$ cat src/rtl/nibble_serial_alu_seq.sv
// ============================================================================
// Module   : nibble_serial_alu_seq
// Purpose  : Drives one external 74181 slice nibble-by-nibble (LSB first),
//            rippling carry through a flop and assembling the wide result.
// Revision : 1.0  initial release
// ============================================================================
`default_nettype none
`timescale 1ns/1ps

module nibble_serial_alu_seq #(
    parameter int NIBBLES = 4
) (
    input  logic                 clk,
    input  logic                 rst,
    input  logic                 start,
    input  logic [4*NIBBLES-1:0] op_a,
    input  logic [4*NIBBLES-1:0] op_b,
    input  logic [3:0]           op_s,
    input  logic                 op_m,
    input  logic                 cin,
    output logic [3:0]           alu_a,
    output logic [3:0]           alu_b,
    output logic [3:0]           alu_s,
    output logic                 alu_m,
    output logic                 alu_cnb,
    input  logic [3:0]           alu_f,
    input  logic                 alu_cn4b,
    input  logic                 alu_aeb,
    output logic                 busy,
    output logic                 done,
    output logic [4*NIBBLES-1:0] result,
    output logic                 cout,
    output logic                 zero,
    output logic                 eq
);

    localparam int c_width = 4 * NIBBLES;
    localparam int c_idx_w = (NIBBLES > 1) ? $clog2(NIBBLES) : 1;
    localparam logic [c_idx_w-1:0] c_last_idx = c_idx_w'(NIBBLES - 1);

    typedef enum logic [1:0] {
        ST_IDLE = 2'd0,
        ST_RUN  = 2'd1,
        ST_DONE = 2'd2
    } state_t;

    state_t               r_state;
    state_t               w_state_next;
    logic [c_width-1:0]   r_a;
    logic [c_width-1:0]   r_b;
    logic [3:0]           r_s;
    logic                 r_m;
    logic                 r_carry;
    logic [c_idx_w-1:0]   r_idx;
    logic                 r_eq_acc;
    logic [c_width-1:0]   r_result;
    logic                 r_cout;
    logic                 r_zero;
    logic                 r_eq;

    logic [3:0]           w_nib_a;
    logic [3:0]           w_nib_b;
    logic [c_width-1:0]   w_result_next;
    logic                 w_carry_next;
    logic                 w_run;

    always_ff @(posedge clk or posedge rst) begin
        if (rst) begin
            r_state <= ST_IDLE;
        end else begin
            r_state <= w_state_next;
        end
    end

    always_comb begin
        w_state_next = r_state;
        case (r_state)
            ST_IDLE: if (start) w_state_next = ST_RUN;
            ST_RUN:  if (r_idx == c_last_idx) w_state_next = ST_DONE;
            ST_DONE: w_state_next = ST_IDLE;
            default: w_state_next = ST_IDLE;
        endcase
    end

    // Select the active operand nibbles and merge the slice output into the result
    always_comb begin
        w_nib_a       = '0;
        w_nib_b       = '0;
        w_result_next = r_result;
        for (int i = 0; i < NIBBLES; i++) begin
            if (r_idx == c_idx_w'(i)) begin
                w_nib_a                  = r_a[4*i +: 4];
                w_nib_b                  = r_b[4*i +: 4];
                w_result_next[4*i +: 4]  = alu_f;
            end
        end
    end

    assign w_carry_next = r_m ? 1'b0 : ~alu_cn4b;
    assign w_run        = (r_state == ST_RUN);

    always_ff @(posedge clk or posedge rst) begin
        if (rst) begin
            r_a      <= '0;
            r_b      <= '0;
            r_s      <= '0;
            r_m      <= 1'b0;
            r_carry  <= 1'b0;
            r_idx    <= '0;
            r_eq_acc <= 1'b0;
            r_result <= '0;
            r_cout   <= 1'b0;
            r_zero   <= 1'b0;
            r_eq     <= 1'b0;
        end else if (r_state == ST_IDLE && start) begin
            r_a      <= op_a;
            r_b      <= op_b;
            r_s      <= op_s;
            r_m      <= op_m;
            // Logic mode never sees a carry into the first nibble
            r_carry  <= cin & ~op_m;
            r_idx    <= '0;
            r_eq_acc <= 1'b1;
        end else if (w_run) begin
            r_result <= w_result_next;
            r_carry  <= w_carry_next;
            r_eq_acc <= r_eq_acc & alu_aeb;
            if (r_idx == c_last_idx) begin
                r_cout <= w_carry_next;
                r_zero <= (w_result_next == '0);
                r_eq   <= r_eq_acc & alu_aeb;
            end else begin
                r_idx  <= r_idx + 1'b1;
            end
        end
    end

    assign alu_a   = w_run ? w_nib_a : 4'h0;
    assign alu_b   = w_run ? w_nib_b : 4'h0;
    assign alu_s   = w_run ? r_s : 4'h0;
    assign alu_m   = w_run & r_m;
    assign alu_cnb = w_run ? ~r_carry : 1'b1;
    assign busy    = w_run;
    assign done    = (r_state == ST_DONE);
    assign result  = r_result;
    assign cout    = r_cout;
    assign zero    = r_zero;
    assign eq      = r_eq;

endmodule

`default_nettype wire

$ cat config.mk
export PLATFORM = sky130hd
export DESIGN_NAME = nibble_serial_alu_seq
export DESIGN_NICKNAME = d
export VERILOG_FILES = /design/src/rtl/nibble_serial_alu_seq.sv
export SDC_FILE = /design/constraint.sdc
export NUM_CORES = 1
export LEC_CHECK = 0
export CAP_MARGIN = 5
export CORE_ASPECT_RATIO = 0.75
export CORE_MARGIN = 5
export CORE_UTILIZATION = 33
export CTS_CLUSTER_SIZE = 14
export DETAILED_ROUTE_END_ITERATION = 12
export PLACE_DENSITY_LB_ADDON = 0.08
export SETUP_SLACK_MARGIN = 0.05
export SYNTH_ARGS = -nofsm -noshare
export SYNTH_HDL_FRONTEND = slang
export SYNTH_SLANG_ARGS = --single-unit
$ cat constraint.sdc
create_clock -name clk -period 2.1 [get_ports clk]
set_input_delay 0.21 -clock clk [delete_from_list [all_inputs] [get_ports clk]]
set_output_delay 0.21 -clock clk [all_outputs]
set_load 0.02 [all_outputs]
==> results.json, run 1 <==
{
  "status": "completed",
  "rsz0062_at_grt": "true",
  "syn2layout_area_growth_pct": 51.22,
  "dpl_cell_area_sq_um": 3874,
  "reg2reg_from": "r_idx[1]$_DFFE_PP0P_",
  "grt_overflow_total": 0,
  "hold_viol": 0,
  "grt_max_degree": 40,
  "peakVddDrop_uv": 726.9,
  "routedWlPerCell_um": 15.79,
  "criticalPathCategory": "register to primary output",
  "die_h_um": 90.63,
  "cap_violations": 0,
  "clock_path_buffers": 2,
  "syn_area_sq_um": 2860,
  "synth_top_cell_area_share_pct": 54.24,
  "clk_pin_slew_ns": 0.06,
  "drive_above_1_share_pct": 33.23,
  "crit_chain": "buf_6 -> ha_4 -> buf_4 -> a221oi_1 -> o31ai_1 -> buf_2",
  "dieArea_sq_um": 10650,
  "cpPeakStageDelay_ns": 0.41,
  "cts_tree": "built",
  "die_w_um": 117.5,
  "antenna_left": 0,
  "worst_pin_slew_ns": 0.5791,
  "vias": 2102,
  "finalCritPeriodShare_pct": 95.16,
  "worstSkewPairLatency_ns": 0.33,
  "cts_root_buf": "clkbuf_16",
  "grt_pass1_vias": 2311,
  "slew_violations": 0,
  "r2r_cells": 6,
  "diodes": 0,
  "drtIter0Drc": 88,
  "rr_endpoint": "zero$_DFFE_PP0P_",
  "ys_async_sr_fraction_pct": 100.0,
  "cp_max_fo": 4,
  "dpl.hpwl_mm": 5.060,
  "pre_cts_slack_ns": -0.2327,
  "drc_errors": 0,
  "critPathRequiredTime_ns": 1.89,
  "top_level_ports": 82,
  "antenna_found_initial": 0,
  "synth_top_area_cell": "dfrtp_1",
  "period_needed_ns": 1.998,
  "critPathLaunchType": "register",
  "start_util_pct": 33.83,
  "endpoint_kind": "primary output",
  "multi_input_area_sq_um": 1249,
  "fin_ws_ns": 0.1017,
  "postLayoutCellArea_sq_um": 4325,
  "clock-sinks": 62,
  "cts_buffers": 9,
  "routabilityCongestion": 0.7328,
  "cp_slowest_cell": "dfrtp_1",
  "routed_wl_mm": 7.026,
  "cp.arrival_ns": 1.79,
  "numPortBuffers": 81,
  "layout_common_cells": "clkdlybuf4s50_1 (68), dfrtp_1 (60), mux2_2 (47)",
  "ys.flop_type": "dfrtp_1",
  "power.leakage_nw": 1.843,
  "fin_skew_ns": 0.007038,
  "power.density_nw_per_um2": 1720,
  "finalNetCount": 383,
  "grt_pass1_wl_mm": 12.14,
  "first_pass_iters": 4,
  "setup_viol": 0,
  "fill_cells": 794,
  "synthCells": 231,
  "fmax_mhz": 500.4,
  "htree_levels": 3,
  "ys_types": 33,
  "regToRegSetupSlack_ns": 0.26,
  "timing.setup.tns_ns": 0,
  "syn_area_per_cell_sq_um": 12.38,
  "ys_seq_area_share_pct": 54.24,
  "synth_edf_count": 0,
  "via_per_inst": 4.724,
  "core_sq_um": 8454,
  "grt.total_usage_pct": 14.20,
  "max_slew_margin_pct": 61.33,
  "final_common_cell": "clkdlybuf4s50_1",
  "ys_seq_elements": 62,
  "synth_nets": 282,
  "ff_latch_area_sq_um": 1554,
  "rows": 29,
  "synth_area_leaders": "dfrtp_1 (54%), mux2_2 (19%), o21ai_0 (2.8%)",
  "hold_path_class": "input pin to async pin",
  "ys.warnings.count": 0,
  "fin_hold_ws_ns": 0.2629
}
==> what timing repair did <==
| item | CTS | global route |
|---|---|---|
| hold endpoints to repair | 0 | 0 |
| resized for setup | 55 | 21 |
| pin swaps | 0 | 7 |
| hold buffers | 0 | 0 |
| setup buffers | 1 | 3 |
| setup endpoints to repair | 13 | 10 |
| cloned | 0 | 0 |
==> critical path: cells and delay by family, from the launching register on <==
kind / cells / cell delay, ns
AOI/OAI and AO/OA: 2 / 0.43
adders and majority gates: 1 / 0.17
buffers and inverters: 3 / 0.46
DFF: 1 / 0.41
==> metrics by stage <==
stage          utilization (%)  power (mW)  std cells
3_3_place_gp             45.82       5.501        425
5_1_grt                  51.16       7.945        445
2_1_floorplan                -       4.140        231
6_report                 51.16       7.439        445
4_1_cts                  50.10       7.353        442
3_5_place_dp             45.82       5.541        425
==> synthesized netlist by cell type (all sizes together) (2+ instances only) <==
master,count
dfrtp,62
mux2,49
nand2,21
o21ai,16
buf,12
nand3,8
inv,6
nor2b,6
and2,5
mux2i,5
nor2,5
o31ai,5
a221oi,4
ha,4
nand2b,4
nor3,4
nor4,3
a21oi,2
o22ai,2
==> final cells by class <==
class	count	share of cell area, %
flip-flops and latches	62	35.93
clock inverters	7	3.384
multi-input cells	150	28.87
repair buffers	103	22.91
well taps	108	3.124
inverters	6	0.5785
clock buffers	9	5.207
==> how the worst max path moves through the flow <==
stage / start / end / slack, ns
floorplan: r_idx[0]$_DFFE_PP0P_ / alu_b[0] / 0.18
global placement: r_idx[0]$_DFFE_PP0P_ / alu_b[2] / -0.09
detailed placement: r_idx[0]$_DFFE_PP0P_ / alu_b[3] / -0.23
CTS: r_idx[1]$_DFFE_PP0P_ / alu_b[3] / 0.05
global route: r_idx[0]$_DFFE_PP0P_ / alu_b[2] / -0.009
finish: r_idx[0]$_DFFE_PP0P_ / alu_b[1] / 0.10
==> state kept, by name, summed over array words and instances, names as in the netlist <==
name and flops:
r_carry 1, eq 1, r_eq_acc 1, r_state 2, result 16, r_a 16
r_b 16, r_s 4, r_idx 2, r_m 1, zero 1, cout 1
==> metal layers <==
layer	up-vias	global-route usage [%]	routed length (um)
li1	1021	-	-
met1	1019	19.75	3569
met2	55	20.48	2993
met3	7	5.573	389
met4	0	4.011	73
met5	-	0	0
==> kinds of logic after synthesis <==
family	Yosys count	synth area share (%)
adders and majority gates	4	1.750
DFF	62	54.24
muxes	54	21.04
AOI/OAI and AO/OA	31	6.737
buffers and inverters	19	4.462
and+or+nand+nor	60	11.46
xor gates and xnor gates	1	0.3063
==> report_power, final <==
| part | internal (mW) | switching (mW) |
|---|---|---|
| Clock | 1.28 | 0.546 |
| Combinational | 1.79 | 1.63 |
| Sequential | 1.80 | 0.387 |
| Total | 4.88 | 2.56 |
(Power assumes the default switching activity.)
==> run 2: changes to the inputs <==
--- a/config.mk
+++ b/config.mk
@@ -5,7 +5,7 @@
 export SDC_FILE = /design/constraint.sdc
 export NUM_CORES = 1
 export LEC_CHECK = 0
-export CAP_MARGIN = 5
+export CAP_MARGIN = 20
 export CORE_ASPECT_RATIO = 0.75
 export CORE_MARGIN = 5
 export CORE_UTILIZATION = 33
==> results of run 2 <==
No change in the layout: final DEF, timing and power equal those of run 1.
